==> config.mk <==
export PLATFORM = sky130hd
export DESIGN_NAME = tremolo_mod
export DESIGN_NICKNAME = d
export VERILOG_FILES = /design/src/rtl/tremolo_pkg.sv /design/src/rtl/tremolo_lfo.sv /design/src/rtl/tremolo_mod.sv
export SDC_FILE = /design/constraint.sdc
export NUM_CORES = 1
export LEC_CHECK = 0
export CAP_MARGIN = 20
export CORE_MARGIN = 4
export CORE_UTILIZATION = 40
export DETAILED_ROUTE_END_ITERATION = 7
export DONT_BUFFER_PORTS = 1
export PLACE_DENSITY = 0.52
export SLEW_MARGIN = 10
export SYNTH_ARGS = -nofsm -noshare
export SYNTH_HDL_FRONTEND = slang
export SYNTH_HIERARCHICAL = 1
export SYNTH_SLANG_ARGS = --single-unit
export TNS_END_PERCENT = 100
==> constraint.sdc <==
create_clock -name CLK -period 17.3 [get_ports CLK]
set_input_delay 1.73 -clock CLK [delete_from_list [all_inputs] [get_ports CLK]]
set_output_delay 1.73 -clock CLK [all_outputs]
set_load 0.005 [all_outputs]
==> src/rtl/tremolo_pkg.sv <==
// Shared types and gain arithmetic for the tremolo block.
// Latency: none (types and a pure function).
// Backpressure: not applicable.
package tremolo_pkg;

  typedef enum logic {WAVE_TRI = 1'b0, WAVE_SQR = 1'b1} wave_e;
  typedef enum logic {DIR_DOWN = 1'b0, DIR_UP = 1'b1} dir_e;

  // Gain for one LFO level: FULL minus the depth-scaled distance of L below MAX.
  // Computed at 32/64 bits so any LFO_W up to 31 fits; the caller truncates to LFO_W+1.
  function automatic logic [31:0] calc_gain(input logic [31:0] l,
                                            input logic [31:0] depth,
                                            input logic        bypass,
                                            input int unsigned lfo_w);
    logic [31:0] full;
    logic [31:0] max_v;
    logic [31:0] atten;
    logic [63:0] prod;
    full      = 32'd1 << lfo_w;
    max_v     = full - 32'd1;
    prod      = {32'd0, depth} * {32'd0, max_v - l};
    atten     = 32'(prod >> lfo_w);
    calc_gain = bypass ? full : (full - atten);
  endfunction

endpackage

==> src/rtl/tremolo_lfo.sv <==
// LFO: prescaler plus triangle/square phase generator; L is combinational, lfo_out registered.
// Latency: lfo_out trails L by one CLK.
// Backpressure: none, free-running regardless of the sample stream.
module tremolo_lfo
  import tremolo_pkg::*;
#(
  parameter int LFO_W = 8,
  parameter int DIV_W = 32
) (
  input  logic             CLK,
  input  logic             RST,
  input  logic [DIV_W-1:0] rate_div,
  input  logic             wave_sel,
  output logic [LFO_W-1:0] lvl,
  output logic [LFO_W-1:0] lfo_out
);

  localparam logic [LFO_W-1:0] MAX = '1;

  logic [DIV_W-1:0] cnt;
  logic [LFO_W-1:0] p;
  dir_e             dir;
  logic             step;

  // >= rather than == so a rate_div lowered below the running count still steps at once
  assign step = (cnt >= rate_div);

  assign lvl = (wave_e'(wave_sel) == WAVE_SQR) ? ((dir == DIR_UP) ? MAX : '0) : p;

  // Prescaler: restart on every LFO step
  always_ff @(posedge CLK or posedge RST) begin
    if (RST)       cnt <= '0;
    else if (step) cnt <= '0;
    else           cnt <= cnt + DIV_W'(1);
  end

  // Triangle phase: direction flips on arriving at an end, giving 2*MAX steps per period
  always_ff @(posedge CLK or posedge RST) begin
    if (RST) begin
      p   <= '0;
      dir <= DIR_UP;
    end else if (step) begin
      if (dir == DIR_UP) begin
        p <= p + LFO_W'(1);
        if (p == MAX - LFO_W'(1)) dir <= DIR_DOWN;
      end else begin
        p <= p - LFO_W'(1);
        if (p == LFO_W'(1)) dir <= DIR_UP;
      end
    end
  end

  // Registered copy of L for observation
  always_ff @(posedge CLK or posedge RST) begin
    if (RST) lfo_out <= '0;
    else     lfo_out <= lvl;
  end

endmodule

==> src/rtl/tremolo_mod.sv <==
// N-channel tremolo: each sample scaled by an LFO-derived gain (TREMOLO_AUTOPAN_EN: odd channels use inverted LFO).
// Latency: 2 CLK from accept to out_valid, one frame per CLK.
// Backpressure: in_ready = !out_valid || out_ready; a stall freezes both stages and out_data.
module tremolo_mod
  import tremolo_pkg::*;
#(
  parameter int SAMPLE_W = 16,
  parameter int NCH      = 2,
  parameter int LFO_W    = 8,
  parameter int DIV_W    = 32
) (
  input  logic                    CLK,
  input  logic                    RST,
  input  logic                    in_valid,
  output logic                    in_ready,
  input  logic [NCH*SAMPLE_W-1:0] in_data,
  output logic                    out_valid,
  input  logic                    out_ready,
  output logic [NCH*SAMPLE_W-1:0] out_data,
  input  logic [DIV_W-1:0]        rate_div,
  input  logic [LFO_W-1:0]        depth,
  input  logic                    wave_sel,
  input  logic                    bypass,
  output logic [LFO_W-1:0]        lfo_out
);

  localparam int GW = LFO_W + 1;
  localparam int PW = SAMPLE_W + LFO_W + 2;

  logic [LFO_W-1:0]        lvl;
  logic [GW-1:0]           g_even;
  logic                    advance;
  logic                    s1_vld;
  logic [NCH*SAMPLE_W-1:0] s1_data;
  logic [GW-1:0]           s1_g_even;
  logic [NCH*SAMPLE_W-1:0] y_all;

  tremolo_lfo #(.LFO_W(LFO_W), .DIV_W(DIV_W)) u_lfo (
    .CLK      (CLK),
    .RST      (RST),
    .rate_div (rate_div),
    .wave_sel (wave_sel),
    .lvl      (lvl),
    .lfo_out  (lfo_out)
  );

  // Gain from the current (pre-step) L, so a capture coinciding with a step uses the old level
  assign g_even = GW'(calc_gain(32'(lvl), 32'(depth), bypass, LFO_W));

  assign advance  = !out_valid || out_ready;
  assign in_ready = advance;

  // S1: capture the frame together with the gain it will be scaled by
  always_ff @(posedge CLK or posedge RST) begin
    if (RST) begin
      s1_vld    <= 1'b0;
      s1_data   <= '0;
      s1_g_even <= '0;
    end else if (advance) begin
      s1_vld <= in_valid;
      if (in_valid) begin
        s1_data   <= in_data;
        s1_g_even <= g_even;
      end
    end
  end

`ifdef TREMOLO_AUTOPAN_EN
  localparam logic [LFO_W-1:0] MAX = '1;
  logic [GW-1:0] g_odd;
  logic [GW-1:0] s1_g_odd;

  assign g_odd = GW'(calc_gain(32'(MAX - lvl), 32'(depth), bypass, LFO_W));

  // S1 odd-channel gain, captured alongside the even one
  always_ff @(posedge CLK or posedge RST) begin
    if (RST)                      s1_g_odd <= '0;
    else if (advance && in_valid) s1_g_odd <= g_odd;
  end
`endif

  for (genvar c = 0; c < NCH; c++) begin : g_ch
    logic [GW-1:0] g_c;
`ifdef TREMOLO_AUTOPAN_EN
    assign g_c = (c % 2 == 1) ? s1_g_odd : s1_g_even;
`else
    assign g_c = s1_g_even;
`endif
    // g <= FULL keeps the shifted product inside SAMPLE_W; g == FULL is bit-exact unity
    assign y_all[c*SAMPLE_W +: SAMPLE_W] =
      SAMPLE_W'((PW'($signed(s1_data[c*SAMPLE_W +: SAMPLE_W])) *
                 PW'($signed({1'b0, g_c}))) >>> LFO_W);
  end

  // S2: register the scaled frame; held while downstream stalls
  always_ff @(posedge CLK or posedge RST) begin
    if (RST) begin
      out_valid <= 1'b0;
      out_data  <= '0;
    end else if (advance) begin
      out_valid <= s1_vld;
      if (s1_vld) out_data <= y_all;
    end
  end

endmodule

; Yosys cells after proc, flatten, opt, wreduce, memory -nomap -nowiden
; Cells that the tools add are included.
[totals]
wordCells = 32
reg_bits = 124
inputBits = 78
output_inout_bits = 42
[op_classes]
n_addsub = 5
n_mul = 3
n_eq_ne = 2
n_reduce_logical = 4
n_mux = 8
magnitude_cmp = 1
[op_table]
columns = op, n
row1 = 16-bit by 10-bit multiplier with 24-bit output, 2
row2 = "32-bit by 1-bit adder with 32-bit output, second input constant", 1
row3 = 32-bit greater-or-equal comparator, 1
row4 = 8-bit by 32-bit multiplier with 17-bit output, 1
row5 = 32-bit two-way mux, 1
row6 = 8-bit two-way mux, 3
row7 = 9-bit two-way mux, 1
row8 = "8-bit by 8-bit subtractor with 9-bit output, first input constant", 1
row9 = "9-bit subtractor, first input constant", 1
row10 = "8-bit by 1-bit adder with 8-bit output, second input constant", 1
row11 = "8-bit by 1-bit == test with 1-bit output, second input constant", 1
row12 = "8-bit == test, second input constant", 1
row13 = "8-bit by 1-bit subtractor with 8-bit output, second input constant", 1
row14 = 2-bit AND reduction, 2
row15 = 1-bit two-way mux, 3
row16 = 1-bit zero test, 1
row17 = 1-bit logical OR, 1

; Logic depth before layout (Yosys ltp)
; Gate-level depths: netlist of the first run.
[logic_depth]
ltp_word = 6
mapped_depth = 25
ltp_nobuf = 24

; Modules after synthesis
; Netlist of the first run, hierarchy kept.
[by_module_without_submodules]
columns = mod, seq_area_each_um2, area_per_inst_um2, cells_per_inst, instances
row1 = tremolo_mod, 1876.8, 14517.7, 1546, 1
row2 = tremolo_lfo, 1227.4, 3135.5, 350, 1

; Least setup slack after synthesis of the first run
; No wires, ideal clock.
[synth_path]
path_type = input -> register
from = input port wave_sel
to = register s1_g_even[8] (netlist: g_ch[0].g_c[8])
path_buffers = 0
t_arrival_ns = 7.317
required_ns = 17.218
cell_stages = 22
path_slack_ns = 9.901
setup_time_ns = 0.082
cell_sequence = o21ai_0 > and2b_1 > fa_1 > fa_1 > inv_1 > fa_1 > fa_1 > inv_1 > ha_1 > nor3_1 > o21ai_0 > a31oi_1 > nor2b_1 > nor2_1 > xor2_1 > ha_1 > nand2_1 > mux2_2 > or3_4 > a22o_1 > or4_1 > a31oi_1
[synth_between]
elab_chain_cells = 5
[synth_rtl]
columns = element, line
row1 = "start, declared", tremolo_mod.sv:22  ; input logic wave_sel,
row2 = 8-bit two-way mux, tremolo_lfo.sv:28  ; assign lvl = (wave_e'(wave_sel) == WAVE_SQR) ? ((dir == DIR_UP) ? MAX : '0) : p;
row3 = 8-bit by 8-bit subtractor with 9-bit output, tremolo_pkg.sv:21  ; prod = {32'd0, depth} * {32'd0, max_v - l};
row4 = 8-bit by 32-bit multiplier with 17-bit output, tremolo_pkg.sv:21
row5 = 9-bit subtractor, tremolo_pkg.sv:23  ; calc_gain = bypass ? full : (full - atten);
row6 = 9-bit two-way mux, tremolo_pkg.sv:23
row7 = "end signal, assigned", tremolo_mod.sv:63  ; s1_g_even <= g_even;
row8 = "end, declared", tremolo_mod.sv:35  ; logic [GW-1:0] s1_g_even;
; Every way passes these cells.
; A chain may end at the register's enable or synchronous reset.

; Worst setup path after layout of the first run
; Same ends and word-level chain as after synthesis.

==> impl_metrics.ini, run 1 <==
[floorplanning]
die_area_um2 = 47600
core_area_um2 = 43400
floorplan.io_pins = 120
rows = 76
fp.dieH_um = 218
initial_core_util_pct = 40.7
die_w_um = 218

[min_path]
hold_start = s1_vld
hold_end = out_valid
min_path_cells = 2
worstHoldPathType = flop to flop

[setup_path]
critical_path_class = input port to flop
rr_endpoint = g_ch[0].g_c[8]
crit_required_ns = 17.69
ff2ff_setup_slack_ns = 10.48
crit_family = adder cells
start_kind = input port
cp_num_buf_inv = 2
r2r_start = u_lfo/p[3]
slowest_stage = o21ai_0
cp_common_cell = fa_1
worstPathArrival_ns = 7.88
cp_cell_sequence = o21ai_0 -> nor2b_1 -> fa_1 -> fa_1 -> inv_1 -> fa_1 -> fa_1 -> inv_1 -> ha_1 -> nor3_1 -> o21ai_0 -> a31oi_1 -> nor2b_1 -> nor2_1 -> xor2_1 -> ha_1 -> nand2_1 -> mux2_2 -> or3_4 -> a22o_1 -> or4_1 -> a31oi_1
crit_path_max_fanout = 9
slowest_delay_ns = 0.82
endpoint_kind = flop
r2r_cells = 23

[grt]
grt_max_degree = 76
grt-ovfl-total = 0
top_usage_layer = met2
antenna_found_initial = 2
grt_util_all_layers_pct = 18.4
use_met3_pct = 4.10
grt.met2_usage_pct = 31.6
grt_pass1_vias = 13100
grt_pass1_wl_mm = 68.9
grtUsageMet1_pct = 23.4

[clock_network]
post_cts_buffers = 0
clock_latency_ns = 0.48
cts_tree = yes
h-tree-depth = 4
clk_pin_slew_ns = 0.06
cts_root_buf = clkbuf_16
hold_buffers = 0
clk_path_buf_depth = 2
cts_sinks = 124
numCtsBuffers = 17
cts_resized = 0

[sta]
rsz0062_at_grt = false
max_slew.worst_pin.slew_ns = 1.08
finalSetupTns_ns = 0
slew_headroom_pct = 27.4
max_freq_ghz = 0.134
period_share_pct = 43.3
setup-violations-final = 0
finalCriticalPeriod_ns = 7.49
hold_violations = 0
slew_violations = 0
finalClockSkew_ns = 0.0119

[placement]
io_buffers = 0
place_congestion = 0.801
place_inst = 2422
dp_hpwl_mm = 31.5

[drt]
first_pass_iters = 4
drtAntennaViolNets = 0
wl_per_cell_um = 16.6
vias = 12100
via_per_inst = 4.93
post-route-drc-count = 0
drt_wl_total_mm = 40.8
drt-initial-drc-count = 377

[yosys]
syn_area_um2 = 17700
ys_seq_elements = 124
avgSynthCellArea_um2 = 9.31
yosys_warnings = 6
synth_edf_count = 0
synthCells = 1896
yosysSeqAreaShare_pct = 17.6
synth_ff_type = dfrtp_1
async_flop_share_pct = 100
synth_cell_types = 65
syn_nets = 2412

[final_layout]
drive_gt1_share_pct = 5.45
area_delta_synth_final_pct = 6.68
fin_util_pct = 43.4
final_cells = 2457
nNetsFinal = 2374

[job]
cap_violations = 0

[outcome]
status = finished clean
==> per-stage QoR <==
| step | cell area [um2] | worst slack, ns | hold WS, ns |
|---|---|---|---|
| 3_5_place_dp | 18200 | 9.34 | 0.479 |
| 2_1_floorplan | 17700 | 9.90 | 0.436 |
| 5_1_grt | 18800 | 9.46 | 0.520 |
| 3_3_place_gp | 18200 | 9.48 | 0.470 |
| 4_1_cts | 18800 | 9.84 | 0.495 |
| 6_report | 18800 | 9.81 | 0.489 |
==> logic make-up after synthesis <==
kind of cell / Yosys count / share of synthesized area, %
compound gates: 163 / 5.93
xor+xnor: 91 / 4.51
fa+ha+maj: 438 / 42.2
buf+inv: 423 / 9.14
flops: 124 / 17.6
mux: 39 / 2.47
simple gates: 618 / 18.1
==> sequential cells by signal, summed over array words and instances, names as in the netlist <==
register	count
out_valid	1
u_lfo/p	8
u_lfo/dir	1
s1_data	32
out_data	32
u_lfo/lfo_out	8
s1_vld	1
u_lfo/cnt	32
g_ch.g_c	9
==> worst register-to-register path: cells and delay by family, from the launching register on <==
kind                       cells  cell delay (ns)
adders and majority gates      6             2.38
AOI/OAI and AO/OA              5             1.77
and+or+nand+nor                7             1.46
DFF                            1             0.46
muxes                          1             0.33
buffers and inverters          3             0.18
xor gates and xnor gates       1             0.16
==> synthesized netlist by cell type, types with 4 or more instances <==
library cell | number | share of area [%]
buf_1 | 11 | 0.23
nand3b_1 | 4 | 0.17
a21oi_1 | 38 | 1.1
nor2_1 | 62 | 1.3
nand3_1 | 23 | 0.65
mux2_2 | 36 | 2.3
nand4_1 | 16 | 0.57
and4_1 | 9 | 0.45
fa_1 | 263 | 30
and3_1 | 9 | 0.32
nor3_1 | 19 | 0.54
nand2b_1 | 24 | 0.85
xnor2_1 | 53 | 2.6
or3_1 | 6 | 0.21
nor4_1 | 7 | 0.25
o31ai_1 | 11 | 0.47
o211ai_1 | 5 | 0.21
ha_1 | 175 | 12
and2_1 | 161 | 5.7
o21a_1 | 5 | 0.21
clkbuf_1 | 62 | 1.3
inv_1 | 346 | 7.4
o21ai_0 | 61 | 1.7
a21o_1 | 8 | 0.34
nor2b_1 | 48 | 1.7
nand2_1 | 210 | 4.5
dfrtp_1 | 123 | 17
xor2_1 | 38 | 1.9
and2b_1 | 5 | 0.21
==> area by class of cell <==
type / instances / area (um2)
timing repair buffer: 20 / 175
inverter: 346 / 1300
fill: 4358 / 24500
sequential: 124 / 3100
antenna: 1 / 2.50
clock buffer: 19 / 443
tap: 585 / 732
clock inverter: 13 / 135
multi-input combinational: 1349 / 12900
==> per-layer routing <==
metal	vias up	part of all wire, %	routed length [um]
met2	133	50	20300
met1	6096	45	18300
met5	-	0.020	8
li1	5837	-	-
met4	2	1.3	546
met3	35	4.0	1630
==> cells in the final DEF, fill, tap and decap left out, types with 16 or more instances in the layout <==
| master | instances |
|---|---|
| a21oi_1 | 38 |
| and2_1 | 161 |
| buf_4 | 18 |
| clkbuf_16 | 17 |
| dfrtp_1 | 123 |
| fa_1 | 263 |
| ha_1 | 175 |
| inv_1 | 344 |
| mux2_2 | 36 |
| nand2_1 | 208 |
| nand2b_1 | 24 |
| nand3_1 | 23 |
| nand4_1 | 16 |
| nor2_1 | 62 |
| nor2b_1 | 48 |
| nor3_1 | 19 |
| o21ai_0 | 61 |
| xnor2_1 | 53 |
| xor2_1 | 38 |
==> worst max-delay path by stage <==
stage / endpoint / cells after the start / start / slack (ns)
after floorplan: g_ch[0].g_c[8] / 22 / wave_sel / 9.90
after global placement: g_ch[0].g_c[8] / 22 / wave_sel / 9.48
after detailed placement: g_ch[0].g_c[8] / 22 / wave_sel / 9.34
after CTS: g_ch[0].g_c[8] / 22 / wave_sel / 9.84
after global routing: g_ch[0].g_c[8] / 22 / wave_sel / 9.46
final: g_ch[0].g_c[8] / 22 / wave_sel / 9.81
Power of run 1 is not shown: default switching activity piles up to over one toggle a cycle in this logic, so the estimate is an artifact.
==> run 2: changes to the inputs <==
PLACE_DENSITY = 0.54   (was 0.52)
clock period = 6.2 ns   (was 17.3 ns; I/O delays follow)
==> impl_metrics.ini, run 2 (synthesis results as in run 1) <==
[sta]
slew_headroom_pct = 41.7
slew_violations = 0
max_slew.worst_pin.slew_ns = 0.870
hold_violations = 0
worst_slack_ns = 0.265
period_share_pct = 95.7
setup-violations-final = 0
finalCriticalPeriod_ns = 5.94
finalSetupTns_ns = 0
rsz0062_at_grt = false
max_freq_ghz = 0.168
finalClockSkew_ns = 0.00899

[final_layout]
final_common_cell = inv_1
layout_common_cells = 344 x inv_1, 262 x fa_1, 207 x nand2_1
multiInputGateArea_um2 = 13000
n_antenna_cell = 0
reg.largest.list = out_data: 32 flops, s1_data: 32 flops, u_lfo/cnt: 32 flops
regArea_um2 = 3110
area_delta_synth_final_pct = 9.58
final_area_um2 = 19300
drive_gt1_share_pct = 8.39
nNetsFinal = 2421
fillCellCount = 4271
fin_util_pct = 44.6

[setup_path]
start_kind = flop
slowest_delay_ns = 0.55
r2r_start = u_lfo/p[3]
critical_path_class = flop to flop
crit_required_ns = 6.60
worstPathArrival_ns = 6.34
cp_cell_sequence = inv_1 -> o21ai_2 -> buf_6 -> buf_4 -> nor2b_1 -> fa_1 -> fa_1 -> fa_1 -> inv_1 -> fa_1 -> inv_1 -> ha_1 -> a21o_1 -> a21o_1 -> a211o_4 -> a21oi_4 -> o211ai_4 -> or3_4 -> a22o_1 -> or4_1 -> a31oi_1
r2r_cells = 21
ff2ff_setup_slack_ns = 0.26
endpoint_kind = flop
slowest_stage = fa_1
cp_common_cell = fa_1
rr_endpoint = g_ch[0].g_c[8]
crit_path_max_fanout = 7

[grt]
grt_util_all_layers_pct = 18.6
grt-ovfl-total = 0
antenna_found_initial = 1
grt_max_degree = 76
grt_pass1_wl_mm = 69.8
grt_pass1_vias = 13200

[floorplanning]
die_w_um = 218
core_area_um2 = 43400
initial_core_util_pct = 40.7
fp.dieH_um = 218
rows = 76
die_area_um2 = 47600
floorplan.io_pins = 120

[drt]
drtAntennaViolNets = 0
via_per_inst = 4.93
drt_wl_total_mm = 41.3
post-route-drc-count = 0
drt-initial-drc-count = 426
first_pass_iters = 5
wl_per_cell_um = 16.5
vias = 12300

[clock_network]
numCtsBuffers = 17
hold_buffers = 0
h-tree-depth = 4
cts_root_buf = clkbuf_16
clock_latency_ns = 0.48
cts_sinks = 124
clk_path_buf_depth = 2
clk_pin_slew_ns = 0.06
cts_tree = yes

[placement]
place_congestion = 0.846
post-place-ws_ns = -0.0109
dp_hpwl_mm = 32.6
io_buffers = 0
place_area_um2 = 18600

[min_path]
worstHoldPathType = input port to async pin

[job]
cap_violations = 0

[outcome]
status = finished clean
==> run 2: metal layers <==
metal / share of wire, % / GRT usage (%) / up-vias
li1: - / - / 5910
met1: 45 / 24.5 / 6209
met2: 48 / 31.0 / 165
met3: 4.6 / 4.49 / 43
met4: 1.6 / 4.87 / 2
met5: 0.027 / 0 / -
==> run 2: layout make-up <==
class | count | share of cell area [%]
Inverter | 346 | 6.73
Tap cell | 585 | 3.78
Clock inverter | 10 | 1.09
Clock buffer | 22 | 2.40
Sequential cell | 124 | 16.1
Timing Repair Buffer | 67 | 2.81
Multi-Input combinational cell | 1349 | 67.1
==> run 2: worst max-delay path: cells and delay by family, from the launching register on <==
kind / cells / cell delay [ns]
and+or+nand+nor: 3 / 1.01
adders and majority gates: 5 / 2.42
AOI/OAI and AO/OA: 8 / 1.51
buffers and inverters: 5 / 0.48
DFF: 1 / 0.45
==> run 2: timing repair <==
item / 4_1_cts / 5_1_grt
setup endpoints to repair: 0 / 5
setup buffers: 0 / 5
gates resized for setup: 0 / 23
==> run 2: worst max-delay path by stage <==
stage                      from        endpoint  slack, ns  cells past startpoint
finish               u_lfo/p[3]  g_ch[0].g_c[8]       0.26                     21
global route        s1_data[22]    out_data[31]      0.007                     19
CTS                   u_lfo/dir  g_ch[0].g_c[8]       0.06                     23
detailed placement     wave_sel  g_ch[0].g_c[8]      -0.01                     23
global placement       wave_sel  g_ch[0].g_c[8]       0.04                     23
floorplan             u_lfo/dir  g_ch[0].g_c[8]       0.01                     24
==> run 2: through the flow <==
stage	std cells	hold WS, ns
5_1_grt	2503	0.0763
2_1_floorplan	1896	0.436
3_5_place_dp	2465	0.491
3_3_place_gp	2465	0.477
4_1_cts	2497	0.202
6_report	2503	0.0525
Power of run 2 is left out for the same reason.
==> run 3: changes to the inputs <==
CTS_BUF_LIST = sky130_fd_sc_hd__clkbuf_8   (was default)
==> impl_metrics.ini, run 3 (synthesis results as in run 1) <==
[setup_path]
crit_required_ns = 6.66
crit_path_max_fanout = 7
ff2ff_setup_slack_ns = 0.28
startpoint = u_lfo/p[3]
endpoint_kind = flop
r2r_start = u_lfo/p[3]
critical_path_class = flop to flop
worstPathArrival_ns = 6.38
start_kind = flop

[drt]
wl_per_cell_um = 16.5
vias = 12300
drtAntennaViolNets = 0
post-route-drc-count = 0
drt_wl_total_mm = 41.2
drt-initial-drc-count = 375
first_pass_iters = 4
via_per_inst = 4.92

[sta]
hold_violations = 0
slew_headroom_pct = 42.8
finalClockSkew_ns = 0.0145
slew_violations = 0
finalSetupTns_ns = 0
rsz0062_at_grt = false
setup-violations-final = 0
max_slew.worst_pin.slew_ns = 0.855
period_share_pct = 95.4
max_freq_ghz = 0.169
finalCriticalPeriod_ns = 5.92

[floorplanning]
floorplan.io_pins = 120
rows = 76
die_area_um2 = 47600
initial_core_util_pct = 40.7
core_area_um2 = 43400
die_w_um = 218
fp.dieH_um = 218

[final_layout]
drive_gt1_share_pct = 8.44
nNetsFinal = 2423
n_antenna_cell = 0
fin_util_pct = 44.2
final_cells = 2505
area_delta_synth_final_pct = 8.60
final_common_cell = inv_1
reg.largest.list = out_data: 32 flops, s1_data: 32 flops, u_lfo/cnt: 32 flops
layout_common_cells = 347 x inv_1, 262 x fa_1, 207 x nand2_1

[grt]
grt_pass1_vias = 13300
grt_pass1_wl_mm = 69.8
grt_util_all_layers_pct = 18.6
grt-ovfl-total = 0
antenna_found_initial = 1
grt_max_degree = 76

[clock_network]
cts_sinks = 124
cts_tree = yes
numCtsBuffers = 17
clk_path_buf_depth = 2
cts_root_buf = clkbuf_8
clock_latency_ns = 0.53
clk_pin_slew_ns = 0.08
h-tree-depth = 4

[placement]
place_congestion = 0.846
io_buffers = 0
dp_hpwl_mm = 32.6
place_inst = 2465

[outcome]
status = finished clean

[min_path]
worstHoldPathType = input port to async pin

[job]
cap_violations = 0
## run 3: final timing paths
check | cells after the start | to
setup / recovery | 21 | g_ch[0].g_c[8]
hold / removal | 2 | u_lfo/cnt[15]
setup reg to reg | 21 | g_ch[0].g_c[8]
hold reg to reg | 2 | out_valid
max in group asynchronous | 3 | s1_data[6]
min in group CLK | 1 | g_ch[0].g_c[6]
## run 3: repair_timing
| action | 4_1_cts | 5_1_grt |
|---|---|---|
| hold endpoints to repair | 0 | 1 |
| gates resized for setup | 0 | 23 |
| setup buffers | 0 | 6 |
| hold buffers | 0 | 1 |
| setup endpoints to repair | 0 | 6 |
## run 3: cell type report
class | instances | area, um2
fill | 4304 | 24200
multi-input combinational | 1349 | 13000
sequential | 124 | 3110
inverter | 346 | 1300
tap | 585 | 732
timing repair buffer | 69 | 562
clock buffer | 19 | 262
clock inverter | 13 | 221
## run 3: metrics by stage
stage                     hold WS [ns]  worst slack [ns]  instance area [um2]
after floorplan                  0.436            0.0104                17700
after detailed placement         0.491           -0.0109                18600
final                            0.117             0.282                19200
after global routing             0.122           0.00736                19200
after global placement           0.477            0.0397                18600
after CTS                       0.0863            0.0662                19100
## run 3: worst max-delay path: stages (launching register included)
cell	delay, ns
dfrtp_2	0.46
inv_1	0.11
o21ai_2	0.07
buf_6	0.13
buf_4	0.14
nor2b_1	0.16
fa_1	0.47
fa_1	0.52
fa_1	0.55
inv_1	0.06
fa_1	0.53
inv_1	0.04
ha_1	0.35
a21o_1	0.18
a21o_1	0.20
a211o_4	0.31
a21oi_4	0.24
o211ai_4	0.11
or3_4	0.39
a22o_1	0.23
or4_1	0.46
a31oi_1	0.17
## run 3: metal layers
metal  share of wire, %  track usage (%)  up-vias
li1                   -                -     5911
met1                 46             24.6     6192
met2                 48             30.9      172
met3                4.1             4.21       44
met4                1.7             5.06        2
met5              0.027                0        -
Power of run 3 is left out for the same reason.
==> RTL change 1, RTL diff (flow settings as in run 2) <==
`LFO_W` is set to 8 in 2 places; all go to 12.
--- a/src/rtl/tremolo_lfo.sv
+++ b/src/rtl/tremolo_lfo.sv
@@ -6,3 +6,3 @@
 #(
-  parameter int LFO_W = 8,
+  parameter int LFO_W = 12,
   parameter int DIV_W = 32
--- a/src/rtl/tremolo_mod.sv
+++ b/src/rtl/tremolo_mod.sv
@@ -8,3 +8,3 @@
   parameter int NCH      = 2,
-  parameter int LFO_W    = 8,
+  parameter int LFO_W    = 12,
   parameter int DIV_W    = 32
Interface: changed (resized depth and lfo_out); port bits go from 120 to 128. The function was not compared with the original's and may differ.
==> RTL change 1 against run 2 <==
Global-route usage increased by 0.51 points; area after synthesis up 48%; sequential share of layout area decreased by 4.7 points; critical path type unchanged; cell area increased by 55%; sequential cell count is 12 higher; setup slack got worse by 250 ps; routed wire length increased by 57%; die area up 46%.
Power is left out: the tool's default activity adds up to more than one toggle a clock period on the data nets, which glitch-free logic cannot reach.
==> RTL change 1: results (changes against run 2) <==
metric	value	unit	change
synthTopCellsByArea	fa_1, dfrtp_1, ha_1		unchanged
all_layer_global_routing_usage	0.191		was 0.186
fillerInstances	6115		was 4271
synth_cells	2736		was 1896
post_cts_setup_bufs	1		was 0
whs	214	ps	was 52.5 ps
worstSetupEndpoint	out_data[14]$_DFFE_PP0P_		was g_ch[0].g_c[8]$_DFFE_PP0P_
drive_gt1_frac	0.173		was 0.0839
initialDrtViolationCount	645		was 426
grt_antenna_before_repair	3		was 1
placedInstanceArea	28300	um2	was 18600 um2
global_route_wire_length_before_repair	107	mm	was 69.8 mm
cts_hold_buf	1		was 0
reg2reg_path_depth	23		was 21
vias	18300		was 12300
initial_core_util	0.405		was 0.407
detail_route.first_pass.iterations	6		was 5
post_detailed_route_via_to_cell_ratio	4.95		was 4.93
grt_start_max_net_pins	58		was 76
fraction_of_synthesized_cell_area_in_xor_and_xnor_cells	0.0366		was 0.0451
status	finished clean		unchanged
synthesized_nets	3533		was 2412
critPathLaunch	g_ch[0].g_c[2]$_DFFE_PP0P_		was u_lfo/p[3]$_DFFE_PP0P_
multiplexer_share_of_the_synthesized_area	0.0155		was 0.0247
detailedPlacementHpwl	51.7	mm	was 32.6 mm
gp_routability_congestion	0.854		was 0.846
netlist_top_cells_count	inv_1, fa_1, nand2_1, ha_1, and2_1		unchanged
synth_compound_gate_area_share	0.0593		about the same
max_slew_margin_vs_limit	0.316		was 0.417
postRouteWirelength	65.0	mm	was 41.3 mm
timing.critical_path.fanout_max	5		was 7
cp_data_arrival_time	6560	ps	was 6340 ps
synth_adder_area_share	0.482		was 0.422
post_synth_num_cell_types	85		was 65
dp_worst_setup_slack	-146	ps	was -10.9 ps
ys_seq_area_frac	0.131		was 0.176
via_count_of_the_first_global_routing_pass	20100		was 13200
fmaxAchievable	162	MHz	was 168 MHz
post_cts_resized	14		was 0
post_placement_cell_count	3636		was 2465
finalClockSkew	17.5	ps	was 8.99 ps
==> RTL change 1: metal layers <==
metal	track usage	vias to the layer above	share of wire
met1	0.248	9483	0.43
li1	-	8543	-
met3	0.0358	40	0.037
met2	0.335	258	0.52
met5	0	-	0.00049
met4	0.0399	6	0.011
==> RTL change 1: area by class of cell <==
type	instances	area, um2	share of cell area
clock buffer	17	425	0.0142
clock inverter	15	201	0.00671
inverter	555	2090	0.0694
multi-input combinational	1917	21000	0.698
sequential	136	3420	0.114
tap	855	1070	0.0356
timing repair buffer	210	1860	0.0618
==> RTL change 1: worst max-delay path, stage by stage (launching register included) <==
cell and delay (ps):
dfrtp_2 500, clkbuf_16 200, buf_12 130, buf_4 140
nand2_2 70, inv_2 60, fa_2 590, fa_1 430
fa_1 500, inv_1 60, fa_1 520, inv_1 50
fa_1 480, fa_1 490, ha_1 320, a21o_1 180
a21o_1 180, a21o_1 190, a21o_1 170, a31o_4 230
a211oi_2 210, buf_4 150, xor2_1 150, o21ai_1 70
==> RTL change 2, RTL diff (flow settings as in run 2) <==
Made on the original files. Register the input `rate_div` before use. The logic sees it one clock later. The other inputs are not delayed to match.
--- a/src/rtl/tremolo_mod.sv
+++ b/src/rtl/tremolo_mod.sv
@@ -29,2 +29,8 @@
 
+  logic [DIV_W-1:0] rate_div_q;
+
+  always_ff @(posedge CLK) begin
+    rate_div_q <= rate_div;
+  end
+
   logic [LFO_W-1:0]        lvl;
@@ -40,3 +46,3 @@
     .RST      (RST),
-    .rate_div (rate_div),
+    .rate_div (rate_div_q),
     .wave_sel (wave_sel),
Check against the original RTL: not equivalent (Yosys sat finds a counterexample within 4 cycles, from zero or initial values and one cycle with RST high).
==> RTL change 2 against run 2 <==
Utilization is 1.1 points lower; worst hold slack better by 55 ps; sequential share of layout area up 2.9 points; routed wire length is 0.72% lower; setup slack better by 31 ps; area after synthesis increased by 3.5%; cell area is 1.9% higher; sequential cell count grew 32; clock skew grew 1.9 ps; non-clock buffer count shrank 20; critical path type unchanged; highest routed layer unchanged.
Power is left out: the tool's default activity adds up to more than one toggle a clock period on the data nets, which glitch-free logic cannot reach.
==> RTL change 2: results (changes against run 2) <==
metric	value	unit	change
status	finished clean		unchanged
critPathLaunch	u_lfo/p[5]$_DFFE_PP0P_		was u_lfo/p[3]$_DFFE_PP0P_
placedInstanceArea	19100	um2	was 18600 um2
setup.reg_to_reg.worst_slack	300	ps	was 260 ps
ys_warn_count	6		unchanged
drv.max_cap_violation_count	0		unchanged
timing.critical_path.fanout_max	7		unchanged
cp_data_arrival_time	6290	ps	was 6340 ps
global_route_wire_length_before_repair	70.3	mm	was 69.8 mm
critical_path.reg2reg.endpoint	g_ch[0].g_c[8]$_DFFE_PP0P_		unchanged
detail_route.first_pass.iterations	6		was 5
max_slew_margin_vs_limit	0.481		was 0.417
grt_antenna_before_repair	7		was 1
netlist_top_cells_count	inv_1, fa_1, nand2_1, ha_1, and2_1		unchanged
clock-root-buffer	clkbuf_16		unchanged
detailedPlacementHpwl	33.2	mm	was 32.6 mm
synthTopCellsByArea	fa_1, dfrtp_1, ha_1		unchanged
async_flop_share	0.795		was 1.00
cts.htree.levels	4		unchanged
ys_dominant_reg_cell	dfrtp_1		unchanged
grt_start_max_net_pins	65		was 76
all_layer_global_routing_usage	0.175		was 0.186
hold_path.class	primary input to async pin		unchanged
port_buffers	0		unchanged
worst_setup_path_end_kind	register		unchanged
ys_seq_area_frac	0.205		was 0.176
drive_gt1_frac	0.0684		was 0.0839
gp_routability_congestion	0.833		was 0.846
post_cts_resized	1		was 0
finalClockSkew	10.9	ps	was 8.99 ps
vias	12400		was 12300
via_count_of_the_first_global_routing_pass	13500		was 13200
post_synth_num_cell_types	64		was 65
reg2reg_path_depth	18		was 21
synthesized_nets	2448		was 2412
tritoncts.num_buffers	17		unchanged
fillerInstances	4520		was 4271
post_cts_setup_bufs	0		unchanged
postRouteWirelength	41.0	mm	was 41.3 mm
clk_transition_reported_paths	70	ps	
worst_skew_pair.late_latency	460	ps	was 480 ps
maximum_buffer_depth_of_the_clock_tree	2		unchanged
initialDrtViolationCount	366		was 426
==> RTL change 2: logic make-up (layout without fill, tap and decap cells) <==
logic type	after synthesis	after routing	synth area share
AND/OR/NAND/NOR	609	609	0.171
XOR/XNOR	93	93	0.0446
AO/OA/AOI/OAI	174	174	0.0609
adder cells (fa/ha/maj)	438	438	0.408
buffers and inverters	427	426	0.0895
multiplexers	35	35	0.0214
flip-flops	156	156	0.205
other	0	2	0
==> RTL change 2: area by class of cell <==
| class | instances | area share |
|---|---|---|
| diodes | 2 | 0.000254 |
| well taps | 600 | 0.0381 |
| flip-flops and latches | 156 | 0.190 |
| clock buffers | 18 | 0.0218 |
| multi-input cells | 1349 | 0.656 |
| inverters | 347 | 0.0662 |
| repair buffers | 47 | 0.0212 |
| clock inverters | 14 | 0.00635 |
==> RTL change 2: layer usage <==
layer | track usage | up-vias | wire length, um
met4 | 0.0372 | 10 | 485
met3 | 0.0385 | 33 | 1480
met2 | 0.307 | 139 | 20900
met5 | 0 | - | 69
met1 | 0.224 | 6224 | 18000
li1 | - | 5990 | -
==> RTL change 2: critical path, cell delays in order, from the launching register on <==
cell,delay [ps]
dfrtp_1,430
inv_1,80
o21ai_0,570
nor2b_1,150
fa_1,580
fa_1,440
fa_1,540
inv_1,50
fa_1,530
inv_1,40
ha_1,350
o2111a_1,170
a211o_4,390
a2111oi_1,480
o21ai_2,180
nor4_1,230
o21ai_0,160
a31o_2,280
a31oi_1,150
==> RTL change 2: through the flow <==
step | instances | setup WS (ps) | utilization | hold slack, ps
floorplan | 1932 | 366 | - | 451
global placement | 2495 | 101 | 0.421 | 483
detailed placement | 2495 | -58.5 | 0.421 | 488
CTS | 2527 | 40.1 | 0.433 | 118
global route | 2531 | -179 | 0.435 | 140
finish | 2533 | 296 | 0.435 | 107
